==> config.mk <==
export PLATFORM = sky130hd
export DESIGN_NAME = sched_shared_alu_flat
export DESIGN_NICKNAME = d
export VERILOG_FILES = /design/src/rtl/sched_shared_alu_pkg.sv /design/src/rtl/sched_shared_alu_if.sv /design/src/rtl/sched_shared_alu_alu.sv /design/src/rtl/sched_shared_alu.sv /design/src/flat_wrapper.sv
export SDC_FILE = /design/constraint.sdc
export NUM_CORES = 1
export LEC_CHECK = 0
export ABC_AREA = 1
export CAP_MARGIN = 40
export CORE_MARGIN = 2
export CORE_UTILIZATION = 27
export CTS_CLUSTER_SIZE = 14
export DETAILED_ROUTE_END_ITERATION = 12
export SLEW_MARGIN = 25
export SYNTH_ARGS = -nofsm -noshare
export SYNTH_HDL_FRONTEND = slang
export SYNTH_SLANG_ARGS = --single-unit
==> constraint.sdc <==
create_clock -name CLK -period 7.35 [get_ports CLK]
set_input_delay 1.47 -clock CLK [delete_from_list [all_inputs] [get_ports CLK]]
set_output_delay 1.47 -clock CLK [all_outputs]
set_load 0.03 [all_outputs]
==> src/rtl/sched_shared_alu_pkg.sv <==
// Shared types for the single-ALU scheduled datapath: FSM states, ALU opcodes
// and the length of the operation schedule.
package sched_pkg;

    typedef enum logic [2:0] {
        IDLE = 3'd0,
        OP1  = 3'd1,
        OP2  = 3'd2,
        OP3  = 3'd3,
        OP4  = 3'd4,
        OP5  = 3'd5,
        DONE = 3'd6
    } sched_state_t;

    typedef enum logic [1:0] {
        ADD   = 2'd0,
        SUB   = 2'd1,
        MUL   = 2'd2,
        CMPGT = 2'd3
    } alu_op_t;

    localparam int NUM_STEPS = 5;

endpackage

==> src/rtl/sched_shared_alu_if.sv <==
// Request/result bundle of sched_shared_alu: start plus operands in,
// busy/done status and the registered results out.
interface sched_shared_alu_if #(
    parameter int DATAWIDTH = 8
) ();

    logic                     start;
    logic [DATAWIDTH-1:0]     a;
    logic [DATAWIDTH-1:0]     b;
    logic [DATAWIDTH-1:0]     c;
    logic                     busy;
    logic                     done;
    logic [DATAWIDTH-1:0]     z;
    logic [2*DATAWIDTH-1:0]   x;

    modport master (
        output start, a, b, c,
        input  busy, done, z, x
    );

    modport slave (
        input  start, a, b, c,
        output busy, done, z, x
    );

endinterface

==> src/rtl/sched_shared_alu_alu.sv <==
// Combinational signed ALU shared by every step of the schedule.
// CMPGT returns the compare result in bit 0 with all upper bits zero.
module shared_alu
    import sched_pkg::*;
#(
    parameter int WIDTH = 16
) (
    input  logic [WIDTH-1:0] opa,
    input  logic [WIDTH-1:0] opb,
    input  alu_op_t          op,
    output logic [WIDTH-1:0] res
);

    always_comb begin
        res = '0;
        unique case (op)
            ADD:   res = opa + opb;
            SUB:   res = opa - opb;
            // Low WIDTH bits of the product are identical for signed and unsigned
            MUL:   res = opa * opb;
            CMPGT: res = {{(WIDTH-1){1'b0}}, ($signed(opa) > $signed(opb))};
            default: res = '0;
        endcase
    end

endmodule

==> src/rtl/sched_shared_alu.sv <==
// Five-step scheduled evaluation of z = max(a+b, a+c) and x = a*c - (a+b)
// on one shared ALU; operands captured on start, done pulses once at the end.
module sched_shared_alu
    import sched_pkg::*;
#(
    parameter int DATAWIDTH = 8
) (
    input  logic               CLK,
    input  logic               RST,
    sched_shared_alu_if.slave  bus
);

    localparam int W2 = 2 * DATAWIDTH;

    sched_state_t          state_reg, state_next;
    logic [DATAWIDTH-1:0]  ra_reg, rb_reg, rc_reg;
    logic [DATAWIDTH-1:0]  d_reg, e_reg, z_reg;
    logic [W2-1:0]         f_reg, x_reg;
    logic                  g_reg, g_next;

    alu_op_t               alu_op;
    logic [W2-1:0]         alu_opa, alu_opb, alu_res;

    function automatic logic [W2-1:0] sext(input logic [DATAWIDTH-1:0] v);
        return {{DATAWIDTH{v[DATAWIDTH-1]}}, v};
    endfunction

    shared_alu #(
        .WIDTH (W2)
    ) u_alu (
        .opa (alu_opa),
        .opb (alu_opb),
        .op  (alu_op),
        .res (alu_res)
    );

    // Next state plus per-step operand/opcode selection for the shared ALU
    always_comb begin
        state_next = state_reg;
        alu_op     = ADD;
        alu_opa    = '0;
        alu_opb    = '0;
        unique case (state_reg)
            IDLE: if (bus.start) state_next = OP1;
            OP1: begin
                alu_opa    = sext(ra_reg);
                alu_opb    = sext(rb_reg);
                state_next = OP2;
            end
            OP2: begin
                alu_opa    = sext(ra_reg);
                alu_opb    = sext(rc_reg);
                state_next = OP3;
            end
            OP3: begin
                alu_op     = MUL;
                alu_opa    = sext(ra_reg);
                alu_opb    = sext(rc_reg);
                state_next = OP4;
            end
            OP4: begin
                alu_op     = CMPGT;
                alu_opa    = sext(d_reg);
                alu_opb    = sext(e_reg);
                state_next = OP5;
            end
            OP5: begin
                alu_op     = SUB;
                alu_opa    = f_reg;
                alu_opb    = sext(d_reg);
                state_next = DONE;
            end
            DONE:    state_next = IDLE;
            default: state_next = IDLE;
        endcase
    end

    // The compare result is consumed in the same edge that records it
    assign g_next = (state_reg == OP4) ? alu_res[0] : g_reg;

    always_ff @(posedge CLK) begin
        if (!RST) begin
            state_reg <= IDLE;
            ra_reg    <= '0;
            rb_reg    <= '0;
            rc_reg    <= '0;
            d_reg     <= '0;
            e_reg     <= '0;
            f_reg     <= '0;
            g_reg     <= 1'b0;
            z_reg     <= '0;
            x_reg     <= '0;
        end else begin
            state_reg <= state_next;
            g_reg     <= g_next;
            unique case (state_reg)
                IDLE: begin
                    if (bus.start) begin
                        ra_reg <= bus.a;
                        rb_reg <= bus.b;
                        rc_reg <= bus.c;
                    end
                end
                OP1:     d_reg <= alu_res[DATAWIDTH-1:0];
                OP2:     e_reg <= alu_res[DATAWIDTH-1:0];
                OP3:     f_reg <= alu_res;
                OP4:     z_reg <= g_next ? d_reg : e_reg;
                OP5:     x_reg <= alu_res;
                default: ;
            endcase
        end
    end

    assign bus.busy = (state_reg != IDLE);
    assign bus.done = (state_reg == DONE);
    assign bus.z    = z_reg;
    assign bus.x    = x_reg;

endmodule

==> src/flat_wrapper.sv <==
// flat-port wrapper written by rule: the top's interface ports become plain ports
module sched_shared_alu_flat import sched_pkg::*;
#(
    parameter int DATAWIDTH = 8
)
  (CLK, RST, bus_start, bus_a, bus_b, bus_c, bus_busy, bus_done, bus_z, bus_x);
  sched_shared_alu_if #(.DATAWIDTH(DATAWIDTH)) bus_i ();
  input  logic CLK;
  input  logic RST;
  input wire logic [$bits(bus_i.start)-1:0] bus_start;
  input wire logic [$bits(bus_i.a)-1:0] bus_a;
  input wire logic [$bits(bus_i.b)-1:0] bus_b;
  input wire logic [$bits(bus_i.c)-1:0] bus_c;
  output wire logic [$bits(bus_i.busy)-1:0] bus_busy;
  output wire logic [$bits(bus_i.done)-1:0] bus_done;
  output wire logic [$bits(bus_i.z)-1:0] bus_z;
  output wire logic [$bits(bus_i.x)-1:0] bus_x;
  assign bus_i.start = bus_start;
  assign bus_i.a = bus_a;
  assign bus_i.b = bus_b;
  assign bus_i.c = bus_c;
  assign bus_busy = bus_i.busy;
  assign bus_done = bus_i.done;
  assign bus_z = bus_i.z;
  assign bus_x = bus_i.x;
  sched_shared_alu #(.DATAWIDTH(DATAWIDTH)) u_core (.CLK(CLK), .RST(RST), .bus(bus_i));
endmodule
==> metrics.csv <==
metric;value;unit
hold buffer count at cts;0;
run status;complete, no violations;
cell area after layout;0.00981;mm2
sum of negative setup slack;0;ps
P per Cell Area;148;mW/mm2
Diodes inserted;0;
drt first pass iters;5;
Synth-to-Final Area Change;14.8;%
GRT busiest layer;met2;
chip width;182;um
Final min period;6830;ps
global route overflow;0;
critical path's slowest cell;fa_1;
drt drc;0;
post-CTS sizing;0;
CTS Root Cell;clkbuf_16;
hold path depth;2;
RSZ-0062 raised after global routing;false;
WL per Instance;14.0;um
Critical Path RT;7650;ps
Worst Setup End Kind;register;
Max Slew Vio Count;0;
H-tree Lvls;3;
first-pass GRT wire length;37900;um
CTS buffer count;9;
worst path arrival time;7130;ps
die area;0.0331;mm2
Lkg Pwr;4.57;nW
Main synth FF type;dfxtp_1;
initial antenna violation count;0;
M3 GR Usage;0.0225;
worst hold path type;register to register;
Hold Path Origin;u_core.rc_reg[2];
worst hold endpoint;u_core.rc_reg[2];
length in cells of the worst reg-to-reg path;29;
r2r setup slk;520;ps
Fin. Hold Viols;0;
Max-slew headroom;0.404;
max-cap violations;0;
clock buffer depth;2;
Chip Height;182;um
CTS Sinks;84;
synth warn;0;
cell area after synthesis;0.00855;mm2
EDFF count, synth;0;
initial core utilization;0.272;
Final Util;0.312;
final worst-path cycle share;0.929;
placed cell areas;0.00950;mm2
FF-to-FF Start;u_core.state_reg[2];
drt via density;4.64;
post-DP HPWL;19200;um
number of global-route vias before repair;7334;
Initial DRC Count;438;
category of the most critical setup path;register to register;
Synth top area share;0.197;
number of I/O pins;53;
async set-reset flop share out of synthesis;0;
Worst path top cell family by delay;adder cells;
Slowest Stage Delay on Critical Path;560;ps
antenna viol nets, final;0;
startpoint types;register;
Max Clock Freq;146;MHz
I/O Buffers;52;
clk slew on worst S/H paths;70;ps
floorplan core area;0.0314;mm2
synth unique cells;48;
leading area contributor after synthesis;dfxtp_1;
reg2reg end;u_core.f_reg[15];
Cells after Synth;1200;
vias;7661;
largest cells by area after synthesis;dfxtp_1 (20%), fa_1 (19%), ha_1 (11%);
Max rail drop VDD;0.000120;V
sequential-to-total area share from yosys stat;0.197;
crit path max fanout;18;
Clock Skew;10.6;ps
routing usage on met2;0.240;
layout cell share with drive strength beyond 1;0.0673;
fillers;3375;
# nets final;1428;
Final Setup Violations;0;
syn nets;1384;
synthesis-stage register bit count;84;
total track usage;0.142;
placer congestion estimate;0.949;
largest net degree at the start of global routing;49;
latest clock arrival within the worst-skew pair;360;ps
Avg Cell Area, Syn;7.12;um2
commonest non-fill, non-tap cells in the layout;inv_1 (252), nand2_1 (228), a21oi_1 (124);
Post-Route WL;23200;um
met1 GRT Util;0.186;
FP Rows;65;
commonest non-fill, non-tap cell in the layout;inv_1;
Post-CTS Setup Bufs;0;
WP buf/inv;8;
CTS tree;built;
Worst Max-Slew Pin Slew;894;ps
[how the worst max path moves through the flow]
stage	from	end	slack [ps]	cells after the start
3_3_place_gp	u_core.state_reg[2]	u_core.f_reg[15]	690	29
2_1_floorplan	u_core.state_reg[1]	u_core.f_reg[15]	1040	30
5_1_grt	u_core.state_reg[2]	u_core.f_reg[15]	70	29
6_report	u_core.state_reg[2]	u_core.f_reg[15]	520	29
3_5_place_dp	u_core.state_reg[2]	u_core.f_reg[15]	600	29
4_1_cts	u_core.state_reg[2]	u_core.f_reg[15]	560	29
[cells by family (layout without fill, tap and decap cells)]
group / after synthesis / count (layout) / synth area share
AO/OA/AOI/OAI: 234 / 234 / 0.151
XOR/XNOR: 5 / 5 / 0.00512
adder cells (fa/ha/maj): 157 / 157 / 0.299
buffers and inverters: 297 / 346 / 0.136
flip-flops: 84 / 84 / 0.197
AND/OR/NAND/NOR: 423 / 423 / 0.212
[tightest hold or removal path, stage by stage (launching register included)]
cell and delay [ps]:
dfxtp_1 310, inv_1 50, a21oi_1 50
[report_power, final]
part	leakage [nW]	switching [mW]	internal, mW
Sequential	0.685	0.0183	0.486
Clock	0.145	0.220	0.238
Combinational	3.74	0.322	0.164
[routing by layer]
layer,wire length (um),part of all wire,vias to the layer above
met4,667,0.029,0
li1,-,-,3809
met5,0,0,-
met3,1310,0.056,47
met1,10400,0.45,3558
met2,10800,0.47,247
[final cells by class]
class                           count  area (um2)  share of cell area
Sequential cell                    84        1680               0.171
Multi-Input combinational cell    819        5700               0.582
Clock buffer                        9         225              0.0230
Clock inverter                      7        67.6             0.00689
Inverter                          268        1010               0.103
Tap cell                          402         503              0.0513
Timing Repair Buffer               62         616              0.0628
[cells in the mapped netlist (4+ instances only)]
library cell  instances
o21ai_1               5
o22ai_1               5
clkinv_1              4
nor2_2                4
buf_6                 4
o21ai_0              67
o211ai_1              4
nand2_1             228
nor2_1              101
or2_2                 8
xor2_1                4
a221oi_1              4
a21oi_1             124
ha_1                 78
nand2_2              17
inv_1               252
inv_2                10
fa_1                 79
nand3_1              48
dfxtp_1              84
clkbuf_1             22
[metrics by stage]
step / power, mW / hold WS, ps / worst slack, ps / cells
after global placement: 0.988 / 435 / 693 / 1633
final: 1.45 / 445 / 520 / 1651
after CTS: 1.45 / 450 / 563 / 1650
after global routing: 1.54 / 467 / 74.1 / 1651
after floorplan: 0.860 / 423 / 1040 / 1200
after detailed placement: 0.993 / 439 / 596 / 1634
No activity file was read; power rests on OpenSTA's default activity.
